--- src/rtl/radio_frame_rx_if.sv ---
// Link-side bundle for radio_frame_rx: serial inputs plus the deserialised
// word, lock status and error strobes.
interface radio_frame_rx_if #(
  parameter int unsigned FRAME_BITS = 8,
  parameter int unsigned ERR_W      = 16
);
  logic                  data_in;
  logic                  sync_in;
  logic [FRAME_BITS-1:0] sample_out;
  logic                  sample_valid;
  logic                  locked;
  logic                  sync_err;
  logic                  parity_err;
  logic [ERR_W-1:0]      err_count;

  modport master (
    output data_in, sync_in,
    input  sample_out, sample_valid, locked, sync_err, parity_err, err_count
  );

  modport slave (
    input  data_in, sync_in,
    output sample_out, sample_valid, locked, sync_err, parity_err, err_count
  );
endinterface

--- src/rtl/radio_frame_rx.sv ---
// Radio link deserializer: acquires frame lock from SYNC, rebuilds MSB-first frames.
// Define RADIO_RX_PARITY_EN to append and check an even-parity bit per frame.
module radio_frame_rx #(
  parameter int unsigned FRAME_BITS  = 8,
  parameter int unsigned LOCK_FRAMES = 2,
  parameter int unsigned ERR_W       = 16
) (
  input logic             data_clk_i,
  input logic             rst_i,
  radio_frame_rx_if.slave link_io
);

`ifdef RADIO_RX_PARITY_EN
  localparam int unsigned FrameLen = FRAME_BITS + 1;
`else
  localparam int unsigned FrameLen = FRAME_BITS;
`endif
  localparam int unsigned IdxW = $clog2(FrameLen);
  localparam int unsigned CntW = $clog2(LOCK_FRAMES + 1);
  localparam logic [IdxW-1:0] LastIdx = IdxW'(FrameLen - 1);
  localparam logic [CntW-1:0] LockCnt = CntW'(LOCK_FRAMES);

  typedef enum logic [1:0] {StHunt, StAcquire, StLocked} state_e;

  state_e                state_q, state_d;
  logic [IdxW-1:0]       idx_q, idx_d;
  logic [CntW-1:0]       good_q, good_d;
  logic                  data_q, sync_q;
  logic [FrameLen-1:0]   shift_q, shift_d;
  logic                  done_q, done_d;
  logic [FRAME_BITS-1:0] sample_q, sample_d;
  logic                  valid_q;
  logic                  sync_err_q, sync_err_d;
  logic                  parity_err_q, parity_err_d;
  logic [ERR_W-1:0]      err_cnt_q, err_cnt_d;

  logic in_frame, at_bound, at_last, miss_sync, early_sync, good_bound, is_locked;
  logic [IdxW-1:0] idx_next;

  // idx_q is the frame index the currently registered bit is expected to carry
  always_comb begin
    in_frame   = (state_q != StHunt);
    at_bound   = (idx_q == '0);
    at_last    = (idx_q == LastIdx);
    miss_sync  = in_frame & at_bound & ~sync_q;
    early_sync = in_frame & ~at_bound & sync_q;
    good_bound = in_frame & at_bound & sync_q;
    idx_next   = at_last ? '0 : idx_q + IdxW'(1);
  end

  always_ff @(posedge data_clk_i or posedge rst_i) begin
    if (rst_i) begin
      state_q <= StHunt;
      idx_q   <= '0;
      good_q  <= '0;
    end else begin
      state_q <= state_d;
      idx_q   <= idx_d;
      good_q  <= good_d;
    end
  end

  always_comb begin
    state_d = state_q;
    idx_d   = idx_q;
    good_d  = good_q;
    case (state_q)
      StHunt: begin
        if (sync_q) begin
          state_d = StAcquire;
          good_d  = '0;
          idx_d   = IdxW'(1);
        end
      end
      StAcquire, StLocked: begin
        if (miss_sync) begin
          state_d = StHunt;
          idx_d   = '0;
        end else if (early_sync) begin
          // The misplaced SYNC bit itself starts the new frame
          state_d = StAcquire;
          good_d  = '0;
          idx_d   = IdxW'(1);
        end else begin
          idx_d = idx_next;
          if (good_bound && state_q == StAcquire) begin
            if (good_q + CntW'(1) == LockCnt) begin
              state_d = StLocked;
              good_d  = '0;
            end else begin
              good_d = good_q + CntW'(1);
            end
          end
        end
      end
      default: state_d = StHunt;
    endcase
  end

  always_comb begin
    is_locked  = (state_q == StLocked);
    sync_err_d = miss_sync | early_sync;
    done_d     = is_locked & at_last & ~early_sync;
    shift_d    = {shift_q[FrameLen-2:0], data_q};
    sample_d   = done_q ? shift_q[FrameLen-1 -: FRAME_BITS] : sample_q;
`ifdef RADIO_RX_PARITY_EN
    parity_err_d = done_q & (^shift_q);
`else
    parity_err_d = 1'b0;
`endif
    err_cnt_d = err_cnt_q;
    if ((sync_err_d | parity_err_d) && (err_cnt_q != '1)) begin
      err_cnt_d = err_cnt_q + ERR_W'(1);
    end
  end

  always_ff @(posedge data_clk_i or posedge rst_i) begin
    if (rst_i) begin
      data_q       <= 1'b0;
      sync_q       <= 1'b0;
      shift_q      <= '0;
      done_q       <= 1'b0;
      sample_q     <= '0;
      valid_q      <= 1'b0;
      sync_err_q   <= 1'b0;
      parity_err_q <= 1'b0;
      err_cnt_q    <= '0;
    end else begin
      data_q       <= link_io.data_in;
      sync_q       <= link_io.sync_in;
      shift_q      <= shift_d;
      done_q       <= done_d;
      sample_q     <= sample_d;
      valid_q      <= done_q;
      sync_err_q   <= sync_err_d;
      parity_err_q <= parity_err_d;
      err_cnt_q    <= err_cnt_d;
    end
  end

  assign link_io.sample_out   = sample_q;
  assign link_io.sample_valid = valid_q;
  assign link_io.locked       = is_locked;
  assign link_io.sync_err     = sync_err_q;
  assign link_io.parity_err   = parity_err_q;
  assign link_io.err_count    = err_cnt_q;

endmodule

--- src/flat_wrapper.sv ---
// flat-port wrapper written by rule: the top's interface ports become plain ports
module radio_frame_rx_flat 
#(
  parameter int unsigned FRAME_BITS  = 8,
  parameter int unsigned LOCK_FRAMES = 2,
  parameter int unsigned ERR_W       = 16
)
  (data_clk_i, rst_i, link_io_data_in, link_io_sync_in, link_io_sample_out, link_io_sample_valid, link_io_locked, link_io_sync_err, link_io_parity_err, link_io_err_count);
  radio_frame_rx_if #(.FRAME_BITS(FRAME_BITS), .ERR_W(ERR_W)) link_io_i ();
  input logic data_clk_i;
  input logic rst_i;
  input wire logic [$bits(link_io_i.data_in)-1:0] link_io_data_in;
  input wire logic [$bits(link_io_i.sync_in)-1:0] link_io_sync_in;
  output wire logic [$bits(link_io_i.sample_out)-1:0] link_io_sample_out;
  output wire logic [$bits(link_io_i.sample_valid)-1:0] link_io_sample_valid;
  output wire logic [$bits(link_io_i.locked)-1:0] link_io_locked;
  output wire logic [$bits(link_io_i.sync_err)-1:0] link_io_sync_err;
  output wire logic [$bits(link_io_i.parity_err)-1:0] link_io_parity_err;
  output wire logic [$bits(link_io_i.err_count)-1:0] link_io_err_count;
  assign link_io_i.data_in = link_io_data_in;
  assign link_io_i.sync_in = link_io_sync_in;
  assign link_io_sample_out = link_io_i.sample_out;
  assign link_io_sample_valid = link_io_i.sample_valid;
  assign link_io_locked = link_io_i.locked;
  assign link_io_sync_err = link_io_i.sync_err;
  assign link_io_parity_err = link_io_i.parity_err;
  assign link_io_err_count = link_io_i.err_count;
  radio_frame_rx #(.FRAME_BITS(FRAME_BITS), .LOCK_FRAMES(LOCK_FRAMES), .ERR_W(ERR_W)) u_core (.data_clk_i(data_clk_i), .rst_i(rst_i), .link_io(link_io_i));
endmodule
--- config.mk ---
export PLATFORM = sky130hd
export DESIGN_NAME = radio_frame_rx_flat
export DESIGN_NICKNAME = d
export VERILOG_FILES = /design/src/rtl/radio_frame_rx_if.sv /design/src/rtl/radio_frame_rx.sv /design/src/flat_wrapper.sv
export SDC_FILE = /design/constraint.sdc
export NUM_CORES = 1
export LEC_CHECK = 0
export ABC_AREA = 1
export BUFFER_PORTS_ARGS = -buffer_cell sky130_fd_sc_hd__buf_2
export CAP_MARGIN = 25
export CORE_UTILIZATION = 50
export CTS_CLUSTER_SIZE = 16
export DETAILED_ROUTE_END_ITERATION = 8
export PLACE_DENSITY = 0.74
export SETUP_SLACK_MARGIN = 0.3
export SLEW_MARGIN = 5
export SYNTH_ARGS = -nofsm -noshare
export SYNTH_HDL_FRONTEND = slang
export SYNTH_SLANG_ARGS = --single-unit
export TNS_END_PERCENT = 50
--- constraint.sdc ---
create_clock -name data_clk_i -period 4.1 [get_ports data_clk_i]
set_clock_uncertainty 0.1 [all_clocks]
set_input_delay 0.41 -clock data_clk_i [delete_from_list [all_inputs] [get_ports data_clk_i]]
set_output_delay 0.41 -clock data_clk_i [all_outputs]
set_load 0.01 [all_outputs]
# After elaboration in Yosys (flattened, before gate mapping)
# Index checks and enable logic that the tools add are counted.
# W data, S select, Z words.
classes:
  mux: 17
  n_addsub: 3
  n_eq_ne: 10
  order_cmp: 0
  bitwise_logic: 11
  n_mul: 0
  shift: 0
  n_div: 0
  n_reduce_logical: 10
op_table:
  columns: ["op", "n"]
  rows:
  - ["$mux W2", 10]
  - ["$add A16 B1 Y16 const B", 1]
  - ["$ne A16 B16 Y1 const B", 1]
  - ["$mux W3", 4]
  - ["$ne A4 B1 Y1 const B", 2]
  - ["$pmux W2 S2", 2]
  - ["$and A1 B1 Y1", 7]
  - ["$pmux W3 S2", 1]
  - ["$eq A2 B2 Y1 const B", 2]
  - ["$reduce_and A4 Y1", 1]
  - ["$reduce_bool A2 Y1", 2]
  - ["$add A3 B1 Y3 const B", 1]
  - ["$eq A3 B3 Y1 const B", 1]
  - ["$logic_not A3 Y1", 1]
  - ["$ne A3 B1 Y1 const B", 1]
  - ["$not A1 Y1", 3]
  - ["$reduce_and A3 Y1", 1]
  - ["$add A2 B1 Y2 const B", 1]
  - ["$eq A2 B1 Y1 const B", 1]
  - ["$logic_and A1 B1 Y1", 2]
  - ["$logic_not A2 Y1", 1]
  - ["$ne A2 B1 Y1 const B", 1]
  - ["$ne A2 B2 Y1 const B", 1]
  - ["$reduce_and A2 Y1", 1]
  - ["2 further kinds", 2]
word_totals:
  ramBits: 0
  wordCells: 62
  output_inout_bits: 28
  register_bits: 44
  inputBits: 4
  mem_bits_ro: 0
  mem_count: 0
  latchBits: 0

# Depth between registers and ports, before layout
logic_depth:
  ltp_word: 8
  ltp_mapped: 11

# Worst setup path before layout
# OpenSTA, ideal clock, no wires.
synth_path:
  path_kind: "reg2reg"
  from: "register u_core.err_cnt_q[1], in the netlist u_core.link_io.err_count[1]"
  to: "register u_core.err_cnt_q[7], in the netlist u_core.link_io.err_count[7]"
  path_stages_with_launch: 10
  synth_period_minus_slack_ns: 1.695
  path_slack_ns: 2.405
  arrival_ns: 1.479
  setup_ns: 0.116
  path_cell_list: "dfrtp_1 ha_1 nand2_2 nor2_4 nand2_2 o21ai_4 inv_2 buf_6 nand2_1 nand2_1"
synth_via:
  elab_chain_len: 2
synth_lines:
  columns: ["item", "line", "source"]
  rows:
  - ["from (decl)", "radio_frame_rx.sv:35", "logic [ERR_W-1:0] err_cnt_q, err_cnt_d;"]
  - ["from (signal assigned)", "radio_frame_rx.sv:137", "err_cnt_q <= err_cnt_d;"]
  - ["parallel branches: the longest is 2 deep, another holds $add A16 B1 Y16", null, null]
# Several ways; the timed one is not identified.
# A chain may end at the register's enable or synchronous reset.

# Worst setup path in the final report
layout_path:
  from: "register u_core.err_cnt_q[1], in the netlist u_core.link_io.err_count[1]"
  to: "register u_core.err_cnt_q[11], in the netlist u_core.link_io.err_count[11]"
# Same word-level chain as after synthesis.

==> flow_metrics.env <==
export IMPL_total_clock_buffers_created_by_cts=5
export IMPL_ir_worst_vdd_mv=0.289
export IMPL_hold_path_class="in2reg"
export IMPL_vias=1633
export IMPL_netlist_top_cell_by_area="dfrtp_1"
export IMPL_post_synth_most_frequent_cells="nand2_1 (77), dfrtp_1 (44), nor2_1 (24)"
export IMPL_initial_utilization_pct=53.1
export IMPL_grt_first_pass_wirelength_um=6650
export IMPL_netSwitchingFraction_pct=39.3
export IMPL_clock_tree_from_tritoncts="built"
export IMPL_std_cell_rows=23
export IMPL_worstSkewPairLatency_ns=0.29
export IMPL_timing_worst_setup_path_type="reg2reg"
export IMPL_max_slew_margin_rel_pct=63.4
export IMPL_detail_route_vias_per_cell=4.99
export IMPL_cell_internal_pwr_uw=801
export IMPL_num_fill_cells=361
export IMPL_period_minus_slack_ns=2.00
export IMPL_path_cells="ha_1 > nand2_2 > nor2_4 > nand2_2 > o21ai_4 > inv_2 > nand2_1 > nand2_1"
export IMPL_fp_dieW_um=67.6
export IMPL_report_final_setup_viol=0
export IMPL_fp_dieArea_um2=4570
export IMPL_drt_pass1_iter_count=4
export IMPL_worst_setup_path_end_kind="register"
export IMPL_p_per_area_nw_per_um2=545
export IMPL_gp_congestion=0.827
export IMPL_synthToLayoutAreaGrowth_pct=12.4
export IMPL_clock_tree_htree_level_count=2
export IMPL_post_synth_inst_count=243
export IMPL_groute_layer_met2_usage_pct=34.8
export IMPL_combinationalPowerShare_pct=37.9
export IMPL_finalHoldViolations=0
export IMPL_clk_path_buf_depth=2
export IMPL_async_set_or_reset_register_ratio_after_synthesis_pct=100
export IMPL_ys_seq_elements=44
export IMPL_timing_critical_path_required_ns=4.18
export IMPL_share_clk_of_total_power_pct=19.2
export IMPL_maxCapViolations=0
export IMPL_via_count_of_the_first_global_routing_pass=1567
export IMPL_seq_area_frac_synth_pct=51.1
export IMPL_worst_slew_pin_transition_ns=0.549
export IMPL_critical_path_max_fanout=19
export IMPL_grt_max_degree=45
export IMPL_path_buf_inv=1
export IMPL_synth_area_top_cells="dfrtp_1 (51%), nand2_1 (13%), ha_1 (5.2%), mux2_2 (4.2%), nor2_1 (4.2%)"
export IMPL_finalPower_uw=1320
export IMPL_synth_yosys_warnings=0
export IMPL_cp_data_arrival_time_ns=2.09
export IMPL_final_layout_size_suffix_gt1_share_pct=19.1
export IMPL_place_detailed_hpwl_um=2800
export IMPL_cpMaxStageDelayCell="dfrtp_1"
export IMPL_power_sequential_fraction_pct=42.9
export IMPL_drtAntennaViolNets=0
export IMPL_netlist_area_leader_share_pct=51.1
export IMPL_io_pins=32
export IMPL_post_synth_instance_area_um2=2150
export IMPL_synth_edf_count=0
export IMPL_wl_per_cell_um=11.9
export IMPL_clock_tree_root_cell="clkbuf_8"
export IMPL_setup_repair_after_global_routing_missed_its_margin="no"
export IMPL_report_final_slew_viol_count=0
export IMPL_finish_net_count=290
export IMPL_synth_ff_type="dfrtp_1"
export IMPL_outcome="complete, no violations"
export IMPL_core_area_um2=4060
export IMPL_post_cts_setup_bufs=0
export IMPL_grtUsageTotal_pct=20.0
export IMPL_net_switching_power_uw=518
export IMPL_leakage_uw=0.00129
export IMPL_postSynthAreaPerCell_um2=8.86
export IMPL_synthMostInstantiatedCell="nand2_1"
export IMPL_cp_slowest_stage_delay_ns=0.43
export IMPL_worst_setup_path_start_kind="register"
export IMPL_post_synth_num_cell_types=25
export IMPL_antenna_cells=0
export IMPL_top_usage_layer="met2"
export IMPL_worst_path_dominant_cell_family="simple AND/OR/NAND/NOR gates"
export IMPL_cts_hold_repair_buffers=0
export IMPL_post_route_drc_count=0
export IMPL_path_clk_slew_ns=0.08
export IMPL_clock_sinks=44
export IMPL_floorplan_die_height_um=67.6
export IMPL_syn_num_nets=256
export IMPL_grt_met1_usage_pct=23.5
export IMPL_wl_um=3900
export IMPL_post_cts_repair_resize_count=0
export IMPL_globalRouteOverflowTotal=0
export IMPL_groute_layer_met3_usage_pct=5.57
export IMPL_fmax_mhz=500
export IMPL_detail_route_iter0_violations=91
export IMPL_sum_of_negative_setup_slack_ns=0
export IMPL_final_clock_period_utilization_by_the_worst_path_pct=48.8
export IMPL_buffer_ports_inserted=30
export IMPL_grt_antenna_before_repair=0
## layer usage
layer / vias to the layer above / wire length, µm
met4: 0 / 41
met3: 4 / 153
met1: 767 / 1760
met5: - / 0
li1: 827 / -
met2: 35 / 1950
## power by group through the flow
stage | Combinational [µW] | Sequential (µW) | Clock (µW)
after CTS | 505 | 567 | 266
after global routing | 581 | 577 | 284
final | 500 | 566 | 253
after global placement | 490 | 572 | 0
after floorplan | 382 | 581 | 0
after detailed placement | 504 | 575 | 0
## cells in the final DEF (no fill, tap or decap), drive strengths merged, types with 2 or more instances in the layout
cell,synthesis,final
a21oi,3,3
buf,3,31
clkbuf,1,5
clkinv,0,2
dfrtp,44,44
ha,9,9
inv,24,23
mux2,8,8
nand2,79,79
nand3,17,17
nand4,2,2
nor2,26,26
o21ai,7,7
o22ai,3,3
xnor2,8,8
xor2,4,4
## final timing paths
check / start / endpoint / slack, ns / cells past startpoint
max in group asynchronous: rst_i / u_core.shift_q[3] / 3.38 / 3
setup / recovery: u_core.link_io.err_count[1] / u_core.link_io.err_count[11] / 2.10 / 8
hold reg to reg: u_core.data_q / u_core.shift_q[0] / 0.25 / 0
setup reg to reg: u_core.link_io.err_count[1] / u_core.link_io.err_count[11] / 2.10 / 8
min in group asynchronous: rst_i / u_core.link_io.sample_out[5] / 0.14 / 3
hold / removal: link_io_sync_in / u_core.sync_q / 0.12 / 1
## cell families (layout without fill, tap and decap cells)
| family | count (synthesis) | count (layout) | share of synthesized area [%] |
|---|---|---|---|
| fa+ha+maj | 9 | 9 | 5.23 |
| xor+xnor | 12 | 12 | 4.88 |
| flops | 44 | 44 | 51.1 |
| compound gates | 13 | 13 | 3.72 |
| simple gates | 128 | 128 | 24.9 |
| other cells | 1 | 1 | 0.174 |
| mux | 8 | 8 | 4.18 |
| buf+inv | 28 | 62 | 5.75 |
## stage by stage
step                      area (µm²)  hold slack (ns)  worst slack [ns]  util, %  std cells
final                           2420            0.116              2.10     59.7        327
after global routing            2420           0.0995              1.92     59.7        327
after CTS                       2420            0.105              2.07     59.7        327
after detailed placement        2340            0.236              2.09     57.7        320
after global placement          2340            0.235              2.14     57.7        320
after floorplan                 2150            0.231              2.40        -        243
## flip-flops by register name, indices dropped and copies added (netlist names)
name                         count
u_core.state_q                   2
u_core.done_q                    1
u_core.link_io.err_count        16
u_core.link_io.sync_err          1
u_core.link_io.sample_valid      1
u_core.shift_q                   8
u_core.idx_q                     3
u_core.link_io.sample_out        8
u_core.data_q                    1
u_core.good_q                    2
u_core.sync_q                    1
## area by class of cell
type / count / area (µm²) / share of cell area (%)
flip-flops and latches: 44 / 1100 / 45.5
clock inverters: 2 / 12.5 / 0.517
inverters: 24 / 90.1 / 3.72
multi-input cells: 171 / 928 / 38.3
well taps: 50 / 62.6 / 2.58
repair buffers: 31 / 158 / 6.51
clock buffers: 5 / 68.8 / 2.84
(Power assumes the default switching activity.)
